### src/rtl/dmem_pkg.sv
// rtl/dmem_pkg.sv - shared types and defaults for the M-stage data-memory interface
package dmem_pkg;

  typedef enum logic [1:0] {IDLE, REQ, DONE} dmem_state_t;

  localparam int          DMEM_TIMEOUT    = 16;
  localparam logic [31:0] DMEM_FAULT_DATA = 32'h0000_0000;

endpackage

### src/rtl/dmem_if.sv
// rtl/dmem_if.sv - word-wide request/acknowledge data bus
interface dmem_if;

  logic        bus_req;
  logic        bus_we;
  logic [31:0] bus_addr;
  logic [31:0] bus_wdata;
  logic        bus_ack;
  logic [31:0] bus_rdata;

  modport master (
    output bus_req, bus_we, bus_addr, bus_wdata,
    input  bus_ack, bus_rdata
  );

  modport slave (
    input  bus_req, bus_we, bus_addr, bus_wdata,
    output bus_ack, bus_rdata
  );

endinterface

### src/rtl/dmem_timeout_counter.sv
// rtl/dmem_timeout_counter.sv - bounded wait counter for outstanding bus requests
module dmem_timeout_counter
  import dmem_pkg::*;
#(
  parameter int TIMEOUT = DMEM_TIMEOUT
) (
  input  logic clk,
  input  logic reset,
  input  logic clear,
  input  logic enable,
  output logic expired
);

  localparam int CW = $clog2(TIMEOUT + 1);

  logic [CW-1:0] count;

  assign expired = (count == CW'(TIMEOUT - 1));

  // Saturates at the expiry value so a held enable cannot wrap around.
  always_ff @(posedge clk or negedge reset) begin
    if (!reset) begin
      count <= '0;
    end else if (clear) begin
      count <= '0;
    end else if (enable && !expired) begin
      count <= count + CW'(1);
    end
  end

endmodule

### src/rtl/dmem_interface.sv
// rtl/dmem_interface.sv - M-stage data-memory bus master with stall, timeout and sticky fault
module dmem_interface
  import dmem_pkg::*;
#(
  parameter int          TIMEOUT    = DMEM_TIMEOUT,
  parameter logic [31:0] FAULT_DATA = DMEM_FAULT_DATA
) (
  input  logic        clk,
  input  logic        reset,
  input  logic        MemReadM,
  input  logic        MemWriteM,
  input  logic [31:0] ALUResultM,
  input  logic [31:0] WriteDataM,
  output logic [31:0] ReadDataM,
  output logic        StallMemM,
  output logic        mem_fault,
  dmem_if.master      bus
);

  dmem_state_t state, nextState;

  logic        access;
  logic        aligned;
  logic        startReq;
  logic        faultHit;
  logic        expired;
  logic        reqEnd;
  logic        busReq;
  logic        busWe;
  logic [31:0] busAddr;
  logic [31:0] busWdata;
  logic [31:0] dataReg;
  logic        faultReg;

  assign access  = MemReadM | MemWriteM;
  assign aligned = (ALUResultM[1:0] == 2'b00);
  // Ack takes priority over timeout when both land in the same cycle.
  assign reqEnd  = (state == REQ) && (bus.bus_ack || expired);

  assign bus.bus_req   = busReq;
  assign bus.bus_we    = busWe;
  assign bus.bus_addr  = busAddr;
  assign bus.bus_wdata = busWdata;
  assign mem_fault     = faultReg;

  dmem_timeout_counter #(
    .TIMEOUT (TIMEOUT)
  ) u_timeout (
    .clk     (clk),
    .reset   (reset),
    .clear   (state != REQ),
    .enable  (state == REQ),
    .expired (expired)
  );

  always_ff @(posedge clk or negedge reset) begin
    if (!reset) begin
      state <= IDLE;
    end else begin
      state <= nextState;
    end
  end

  always_comb begin
    nextState = state;
    StallMemM = 1'b0;
    startReq  = 1'b0;
    faultHit  = 1'b0;
    ReadDataM = dataReg;
    case (state)
      IDLE: begin
        if (access) begin
          if (aligned) begin
            StallMemM = 1'b1;
            startReq  = 1'b1;
            nextState = REQ;
          end else begin
            faultHit  = 1'b1;
            ReadDataM = FAULT_DATA;
          end
        end
      end
      REQ: begin
        StallMemM = 1'b1;
        if (reqEnd) begin
          nextState = DONE;
        end
      end
      DONE: begin
        nextState = IDLE;
      end
      default: begin
        nextState = IDLE;
      end
    endcase
  end

  // A simultaneous read+write request is issued as a write.
  always_ff @(posedge clk or negedge reset) begin
    if (!reset) begin
      busReq   <= 1'b0;
      busWe    <= 1'b0;
      busAddr  <= 32'h0;
      busWdata <= 32'h0;
      dataReg  <= 32'h0;
      faultReg <= 1'b0;
    end else begin
      if (startReq) begin
        busReq   <= 1'b1;
        busWe    <= MemWriteM;
        busAddr  <= {ALUResultM[31:2], 2'b00};
        busWdata <= WriteDataM;
      end
      if (reqEnd) begin
        busReq <= 1'b0;
        if (bus.bus_ack) begin
          if (!busWe) begin
            dataReg <= bus.bus_rdata;
          end
        end else begin
          dataReg  <= FAULT_DATA;
          faultReg <= 1'b1;
        end
      end
      if (faultHit) begin
        faultReg <= 1'b1;
      end
    end
  end

endmodule

### src/flat_wrapper.sv
// flat-port wrapper written by rule: the top's interface ports become plain ports
module dmem_interface_flat import dmem_pkg::*;
#(
  parameter int          TIMEOUT    = DMEM_TIMEOUT,
  parameter logic [31:0] FAULT_DATA = DMEM_FAULT_DATA
)
  (clk, reset, MemReadM, MemWriteM, ALUResultM, WriteDataM, ReadDataM, StallMemM, mem_fault, bus_bus_req, bus_bus_we, bus_bus_addr, bus_bus_wdata, bus_bus_ack, bus_bus_rdata);
  dmem_if bus_i ();
  input  logic clk;
  input  logic reset;
  input  logic MemReadM;
  input  logic MemWriteM;
  input  logic [31:0] ALUResultM;
  input  logic [31:0] WriteDataM;
  output logic [31:0] ReadDataM;
  output logic StallMemM;
  output logic mem_fault;
  output wire logic [$bits(bus_i.bus_req)-1:0] bus_bus_req;
  output wire logic [$bits(bus_i.bus_we)-1:0] bus_bus_we;
  output wire logic [$bits(bus_i.bus_addr)-1:0] bus_bus_addr;
  output wire logic [$bits(bus_i.bus_wdata)-1:0] bus_bus_wdata;
  input wire logic [$bits(bus_i.bus_ack)-1:0] bus_bus_ack;
  input wire logic [$bits(bus_i.bus_rdata)-1:0] bus_bus_rdata;
  assign bus_bus_req = bus_i.bus_req;
  assign bus_bus_we = bus_i.bus_we;
  assign bus_bus_addr = bus_i.bus_addr;
  assign bus_bus_wdata = bus_i.bus_wdata;
  assign bus_i.bus_ack = bus_bus_ack;
  assign bus_i.bus_rdata = bus_bus_rdata;
  dmem_interface #(.TIMEOUT(TIMEOUT), .FAULT_DATA(FAULT_DATA)) u_core (.clk(clk), .reset(reset), .MemReadM(MemReadM), .MemWriteM(MemWriteM), .ALUResultM(ALUResultM), .WriteDataM(WriteDataM), .ReadDataM(ReadDataM), .StallMemM(StallMemM), .mem_fault(mem_fault), .bus(bus_i));
endmodule
### config.mk
export PLATFORM = sky130hd
export DESIGN_NAME = dmem_interface_flat
export DESIGN_NICKNAME = d
export VERILOG_FILES = /design/src/rtl/dmem_pkg.sv /design/src/rtl/dmem_if.sv /design/src/rtl/dmem_timeout_counter.sv /design/src/rtl/dmem_interface.sv /design/src/flat_wrapper.sv
export SDC_FILE = /design/constraint.sdc
export NUM_CORES = 1
export LEC_CHECK = 0
export BUFFER_PORTS_ARGS = -buffer_cell sky130_fd_sc_hd__buf_4
export CORE_ASPECT_RATIO = 1.4
export CORE_MARGIN = 2
export CORE_UTILIZATION = 44
export CTS_BUF_LIST = sky130_fd_sc_hd__clkbuf_8
export DETAILED_ROUTE_END_ITERATION = 6
export PLACE_DENSITY = 0.88
export SKIP_LAST_GASP = 1
export SLEW_MARGIN = 20
export SYNTH_ARGS = -nofsm -noshare
export SYNTH_HDL_FRONTEND = slang
export SYNTH_SLANG_ARGS = --single-unit
### constraint.sdc
create_clock -name clk -period 1.6 [get_ports clk]
set_input_delay 0.08 -clock clk [delete_from_list [all_inputs] [get_ports clk]]
set_output_delay 0.08 -clock clk [all_outputs]
set_load 0.02 [all_outputs]
Yosys cells after proc, flatten, opt, wreduce, memory -nomap -nowiden
Cells that the tools add are included.
- memories kept: 0
- memory bits (writable): 0
- bits of input ports: 101
- ROM bits: 0
- latch bits: 0
- output and inout bits: 100
- flip-flop bits (word level): 104
- word-level logic and storage cells: 53
- magnitude comparators: 0
- shifts and indexed selects: 0
- muxes and demuxes: 23
- $add $sub $neg: 1
- equal/unequal tests: 8
- divide/modulo/power cells: 0
- reductions and logical operators: 12
- bitwise operators: 1
- multiply operators: 0
- operator list (operator ; count):
    32-bit 2-to-1 mux ; 5
    1-bit 2-to-1 mux ; 11
    5-bit 2-to-1 mux ; 2
    2-bit by 1-bit != test with 1-bit output, second input constant ; 5
    2-bit 2-to-1 mux ; 3
    2-bit nonzero test ; 3
    5-bit by 1-bit adder with 5-bit output, second input constant ; 1
    5-bit by 4-bit equality test with 1-bit output, second input constant ; 1
    2-bit logical NOT ; 2
    2-bit case mux with 2 select lines ; 1
    2-bit AND reduction ; 2
    3-bit AND reduction ; 1
    2-bit by 1-bit equality test with 1-bit output, second input constant ; 1
    1-bit logical AND ; 2
    2-bit != test, second input constant ; 1
    1-bit case mux with 2 select lines ; 1
    1-bit logical NOT ; 1
    1-bit logical OR ; 1
    1-bit OR ; 1

Depth between registers and ports, before layout
Gate-level depths: netlist of the first run.
- depth in word-level cells: 6
- gate-level depth with buffers: 8

Modules after synthesis
From an unflattened synthesis of the first run, not the netlist that was laid out.
- cell total of the unflattened synthesis: 287
- area total of the unflattened synthesis: 4514.3 um^2
- modules (own cells, without submodules) (module ; area an instance (um^2) ; times used ; cells each):
    dmem_interface ; 4254.1 ; 1 ; 264
    dmem_timeout_counter ; 260.2 ; 1 ; 23

Worst setup path before layout of the first run
OpenSTA, ideal clock, no wires.
- kind: reg-to-reg
- start: register u_core.u_timeout.count[0]
- end: register u_core.dataReg[0]
- path buffers: 2
- library setup time: 0.079 ns
- cell stages (with the launch flop): 9
- arrival time: 1.693 ns
- setup slack: -0.172 ns
- period minus slack after synthesis: 1.772 ns
- path through: dfrtp_1 > ha_1 > and3_1 > ha_1 > buf_2 > nand2b_1 > a21oi_2 > buf_4 > mux2i_1
- longest elaborated chain between the ends: 4
- RTL lines (element ; line ; text):
    start: declaration ; dmem_timeout_counter.sv:16 ; logic [CW-1:0] count;
    start signal: assignment ; dmem_timeout_counter.sv:27 ; count <= count + CW'(1);
    5-bit by 4-bit equality test with 1-bit output ; dmem_timeout_counter.sv:18 ; assign expired = (count == CW'(TIMEOUT - 1));
    1-bit logical OR ; dmem_interface.sv:38 ; assign reqEnd = (state == REQ) && (bus.bus_ack || expired);
    1-bit logical AND ; dmem_interface.sv:38 ;
    2-bit AND reduction (no line) ; n/a ;
    end signal: assignment ; dmem_interface.sv:118 ; dataReg <= bus.bus_rdata;
    end: declaration ; dmem_interface.sv:32 ; logic [31:0] dataReg;
No other way between the ends.
A chain may end at the register's enable or synchronous reset.

Final worst setup path of the first run
- start: register u_core.state[1]
- end: register u_core.busWdata[0], in the netlist u_core.bus.bus_wdata[0]
- longest elaborated chain between the ends: 2
- RTL lines (element ; line ; text):
    start: declaration ; dmem_interface.sv:20 ; dmem_state_t state, nextState;
    start signal: assignment ; dmem_interface.sv:60 ; state <= nextState;
    2-bit logical NOT ; dmem_interface.sv:70 ; case (state)
    1-bit 2-to-1 mux ; dmem_interface.sv:70 ;
    end signal: assignment ; dmem_interface.sv:112 ; busWdata <= WriteDataM;
    end: declaration ; dmem_interface.sv:31 ; logic [31:0] busWdata;
No other way between the ends.

==> flow_summary.toml, run 1 <==
[status]
status = "finished, violations left"
violations = "negative setup slack"

[sta]
timing.final.ws_setup_ns = -0.223
post-route-period-util = 1.14
hold_viol_final = 0
clock.fmax_ghz = 0.548
setup_viol_count_final = 128
fin_crit_ns = 1.82
slew_violations = 0
fin_skew_ns = 0.0191
fin_hold_ws_ns = 0.0292
rsz0062_at_grt = "true"

[final_layout]
multi_input_area_um2 = 1810
final_nets = 784
instances_no_fill = 822
syn2layout_area_growth_pct = 80.9
num-fill-cells = 536
drive_gt1_frac = 0.480
register_area_um2 = 2600

[clock_tree]
cts_tree = "yes"
clk_pin_slew_worst_paths_ns = 0.11
clock_latency_ns = 0.38
clkSinkCount = 104
numCtsBuffers = 9
clock-root-buffer = "clkbuf_8"
clk_path_buf_depth = 2
h-tree-depth = 3

[logic_synthesis]
yosysUniqueCellTypes = 27
yosys_most_used_dff = "dfrtp_1"
synth-seq-cells = 104
yosys.area.top_type = "dfrtp_1"
yosys-top-cells-count = "dfrtp_1, mux2_1, nor2_1"
postSynth.asyncResetShare = 1.00
ys_seq_area_frac = 0.594
synth.avg_cell_area_um2 = 12.4
synth_edf_count = 0
syn-cell-area_um2 = 4380
yosysMostFrequentCell = "dfrtp_1"
synth_top_area_frac = 0.594
ys_top_cells_by_area = "dfrtp_1, mux2_1, mux2i_1, nor2_1, inv_1"
netlist_instances = 353
ys.warnings.count = 0

[routing]
via_count = 4069
avgRoutedWirePerCell_um = 20.3
drtPass1Iterations = 4
drt_iter0_markers = 262
vias_per_cell = 4.95
antenna_left = 0
route.detailed.drc = 0
wl_um = 16700

[floorplan]
pin_count = 201
dieWidth_um = 88.3
coreArea_um2 = 9790
start_util = 0.447
die-area_um2 = 10800
row_count = 43
die_h_um = 122

[setup_path]
path_cells = "buf_6 -> nor4_4 -> nor2b_4 -> buf_12 -> clkbuf_16 -> buf_4 -> mux2_2"
crit_buf_inv = 4
path_class = "flop to flop"
worstSetupStartpointType = "flop"
crit_family = "buffers and inverters"
arrival_ns = 2.09
end_kind = "flop"
critical_path_required_ns = 1.87
slowest_delay_ns = 0.41
critPathSlowestCell = "dfrtp_1"
cp_max_fo = 6

[global_route]
grt_pass1_vias = 4237
grt_pass1_wl_um = 20600
overflow = 0
antenna_found_initial = 1
grt_max_degree = 58
grt_usage = 0.253

[min_path]
min_path_type = "primary input to flop"

[placed_design]
place.gp.congestion = 0.757
dp.cells = 688
dpl.hpwl_um = 7840
port_buffers = 198
pre_cts_ws_ns = -0.122

[power_and_ir_drop]
p_leak_uw = 0.00388
power_density_nw_per_um2 = 1290
ir_drop_uv = 804

[flow_run]
cap_violations = 0
[sequential cells by signal, summed over array words and instances (netlist names)]
| signal | count |
|---|---|
| u_core.bus.bus_addr | 30 |
| u_core.bus.bus_req | 1 |
| u_core.bus.bus_wdata | 32 |
| u_core.bus.bus_we | 1 |
| u_core.dataReg | 32 |
| u_core.mem_fault | 1 |
| u_core.state | 2 |
| u_core.u_timeout.count | 5 |
[logic make-up (layout without fill, tap and decap cells)]
| group | after synthesis | count (layout) | share of synthesized area |
|---|---|---|---|
| muxes | 95 | 95 | 0.235 |
| DFF | 104 | 104 | 0.594 |
| xor gates and xnor gates | 3 | 3 | 0.00600 |
| AOI/OAI and AO/OA | 6 | 6 | 0.00915 |
| and+or+nand+nor | 87 | 87 | 0.0857 |
| adders and majority gates | 2 | 2 | 0.00572 |
| other | 1 | 3 | 0.000857 |
| buffers and inverters | 55 | 387 | 0.0632 |
[final cells by class]
class,count,area share
repair buffers,337,0.381
flip-flops and latches,104,0.329
multi-input cells,195,0.229
well taps,135,0.0213
inverters,34,0.0161
clock buffers,9,0.0156
clock inverters,7,0.00790
diodes,1,0.000316
[per-stage QoR]
| stage | power, uW | setup TNS, ns | area [um^2] | util |
|---|---|---|---|---|
| global placement | 7470 | -0.883 | 6150 | 0.628 |
| floorplan | 5810 | -1.80 | 4410 | - |
| detailed placement | 7630 | -4.80 | 6150 | 0.628 |
| CTS | 9450 | -15.83 | 7560 | 0.772 |
| global route | 10700 | -28.25 | 7920 | 0.809 |
| finish | 10200 | -22.03 | 7920 | 0.809 |
[power breakdown]
group	internal, uW	leakage, uW	total (uW)	switching [uW]
sequential	3480	0.00126	3980	505
combinational	2290	0.00252	4640	2350
clock	603	0.0000980	1600	999
total	6370	0.00388	10200	3850
[routing by layer]
layer,track usage,wire [um],up-vias
li1,-,-,1792
met1,0.267,5900,2006
met2,0.475,9110,219
met3,0.0400,1010,52
met4,0.120,668,0
met5,0,0,-
[placed cells by master, fill, tap and decap left out, drive strengths merged, types with 3 or more instances in the layout]
cell	count
buf	236
dfrtp	104
dlygate4sd3	98
mux2	62
nor2	43
inv	38
nand2	34
mux2i	33
clkbuf	12
nand2b	3
a21oi	3
clkinv	3
[worst paths after layout]
path	end	startpoint	slack (ns)	cells after the start
min in group asynchronous	u_core.bus.bus_wdata[8]	reset	0.12	2
hold / removal	u_core.bus.bus_we	MemReadM	0.03	3
setup / recovery	u_core.bus.bus_wdata[0]	u_core.state[1]	-0.22	7
setup reg to reg	u_core.bus.bus_wdata[0]	u_core.state[1]	-0.22	7
hold reg to reg	u_core.mem_fault	u_core.mem_fault	0.49	1
max in group asynchronous	u_core.dataReg[13]	reset	0.81	3
[worst register-to-register path, delay by kind of cell (launching register included)]
| kind | cells | cell delay [ns] |
|---|---|---|
| buffers and inverters | 4 | 0.51 |
| and+or+nand+nor | 2 | 0.48 |
| DFF | 1 | 0.41 |
| muxes | 1 | 0.33 |
[timing repair]
item | 4_1_cts | 5_1_grt
hold buffers | 98 | 0
gates cloned | 4 | 3
resized for setup | 19 | 90
hold endpoints to repair | 200 | 0
endpoints found under the setup margin | 126 | 128
pin swaps | 6 | 6
setup buffers | 10 | 9
(Power assumes the default switching activity.)
==> inputs of run 2 (changes only) <==
CORE_ASPECT_RATIO = default   (was 1.4)
CORE_UTILIZATION = 50   (was 44)
PLACE_DENSITY = 0.94   (was 0.88)
clock period = 2.3 ns   (was 1.6 ns; I/O delays follow)
==> flow_summary.toml, run 2 (synthesis results as in run 1) <==
[routing]
route.detailed.drc = 0
vias_per_cell = 4.86
wl_um = 11900
drtPass1Iterations = 4
antenna_left = 0
avgRoutedWirePerCell_um = 16.5
drt_iter0_markers = 74
via_count = 3490

[final_layout]
layout_commonest_cell = "buf_4"
instances_no_fill = 718
syn2layout_area_growth_pct = 53.4
final_nets = 708
layout_common_cells = "buf_4, dfrtp_1, mux2_1, dlygate4sd3_1, nor2_1"
drive_gt1_frac = 0.366

[floorplan]
die_h_um = 97.6
pin_count = 201
dieWidth_um = 97.6
die-area_um2 = 9520
coreArea_um2 = 8590
start_util = 0.509
row_count = 34

[setup_path]
critPathSlowestCell = "dfrtp_1"
cp_common_cell = "ha_1"
slowest_delay_ns = 0.39
critical_path_required_ns = 2.56
arrival_ns = 2.28
rr_worst_depth = 7
path_cells = "ha_1 -> and3_1 -> ha_1 -> nand2b_1 -> a21oi_4 -> buf_12 -> mux2i_1"
path_class = "flop to flop"
r2r-start = "u_core.u_timeout.count[0]"
worstSetupStartpointType = "flop"
r2r_end = "u_core.dataReg[2]"
cp_max_fo = 32
rrSetupSlack_ns = 0.28
end_kind = "flop"

[clock_tree]
h-tree-depth = 3
clkSinkCount = 104
clk_pin_slew_worst_paths_ns = 0.10
clk_path_buf_depth = 2
clock-root-buffer = "clkbuf_8"
cts_tree = "yes"
clock_latency_ns = 0.35
numCtsBuffers = 9

[sta]
fin_hold_ws_ns = 0.0228
max_slew_margin = 0.554
setup_viol_count_final = 0
slew_violations = 0
rsz0062_at_grt = "false"
post-route-period-util = 0.876
hold_viol_final = 0
fin_skew_ns = 0.0115
clock.fmax_ghz = 0.496
tightest_slew_ns = 0.670
fin_crit_ns = 2.02
tns_ns = 0

[flow_run]
cap_violations = 0

[min_path]
hold_depth = 2
hold_path.startpoint = "WriteDataM[6]"
min_path_type = "primary input to flop"
hold_end = "u_core.bus.bus_wdata[6]"

[placed_design]
dp.cells = 643
port_buffers = 198
dpl.hpwl_um = 7270
place.gp.congestion = 0.770

[global_route]
overflow = 0
grt_usage = 0.246
use_met3 = 0.0504
grt_pass1_wl_um = 18800
grt_max_degree = 63
grt_pass1_vias = 3815
use_met2 = 0.431
gr-usage-met1 = 0.299
globalRoute.busiestLayer = "met2"
antenna_found_initial = 1

[power_and_ir_drop]
p_leak_uw = 0.00326
ir_drop_uv = 523
power_density_nw_per_um2 = 948

[status]
status = "completed"
## run 2: worst max-delay path: cells and delay by family (launching register included)
kind | cells | cell delay [ns]
buffers and inverters | 1 | 0.25
muxes | 1 | 0.24
adders and majority gates | 2 | 0.51
and+or+nand+nor | 2 | 0.35
DFF | 1 | 0.39
AOI/OAI and AO/OA | 1 | 0.18
## run 2: timing repair
action | in CTS | in global routing
resized for setup | 0 | 0
hold endpoints to repair | 109 | 1
buffers inserted | 0 | 0
hold buffers | 58 | 1
## run 2: per-stage QoR
| stage | area [um^2] | setup slack (ns) | total power [uW] | util |
|---|---|---|---|---|
| detailed placement | 5950 | 0.320 | 5250 | 0.692 |
| global placement | 5950 | 0.466 | 5130 | 0.692 |
| CTS | 6700 | 0.291 | 6350 | 0.780 |
| finish | 6720 | 0.284 | 6370 | 0.781 |
| floorplan | 4380 | 0.528 | 4040 | - |
| global route | 6720 | 0.161 | 6710 | 0.781 |
## run 2: cell type report
type	instances	area, um^2
multi-input combinational	195	1530
timing repair buffer	261	2140
fill	493	1880
antenna	1	2.50
clock inverter	6	52.6
sequential	104	2600
inverter	34	128
clock buffer	9	124
tap	108	135
## run 2: worst max path at each step
| stage | end | start | depth (start not counted) |
|---|---|---|---|
| after detailed placement | u_core.dataReg[2] | u_core.u_timeout.count[0] | 7 |
| after CTS | u_core.dataReg[2] | u_core.u_timeout.count[0] | 7 |
| after global routing | u_core.dataReg[18] | u_core.u_timeout.count[0] | 7 |
| final | u_core.dataReg[2] | u_core.u_timeout.count[0] | 7 |
| after global placement | u_core.dataReg[10] | u_core.u_timeout.count[0] | 7 |
| after floorplan | u_core.dataReg[0] | u_core.u_timeout.count[0] | 8 |
## run 2: where the power goes
| part | leakage (uW) | total, uW | internal [uW] | switching [uW] |
|---|---|---|---|---|
| sequential | 0.00126 | 2700 | 2420 | 279 |
| combinational | 0.00191 | 2640 | 1200 | 1450 |
| clock | 0.0000842 | 1030 | 406 | 623 |
| total | 0.00326 | 6370 | 4020 | 2350 |
## run 2: metal layers
| layer | wire length (um) | up-vias |
|---|---|---|
| li1 | - | 1629 |
| met1 | 4710 | 1676 |
| met2 | 6040 | 156 |
| met3 | 736 | 29 |
| met4 | 369 | 0 |
| met5 | 0 | - |
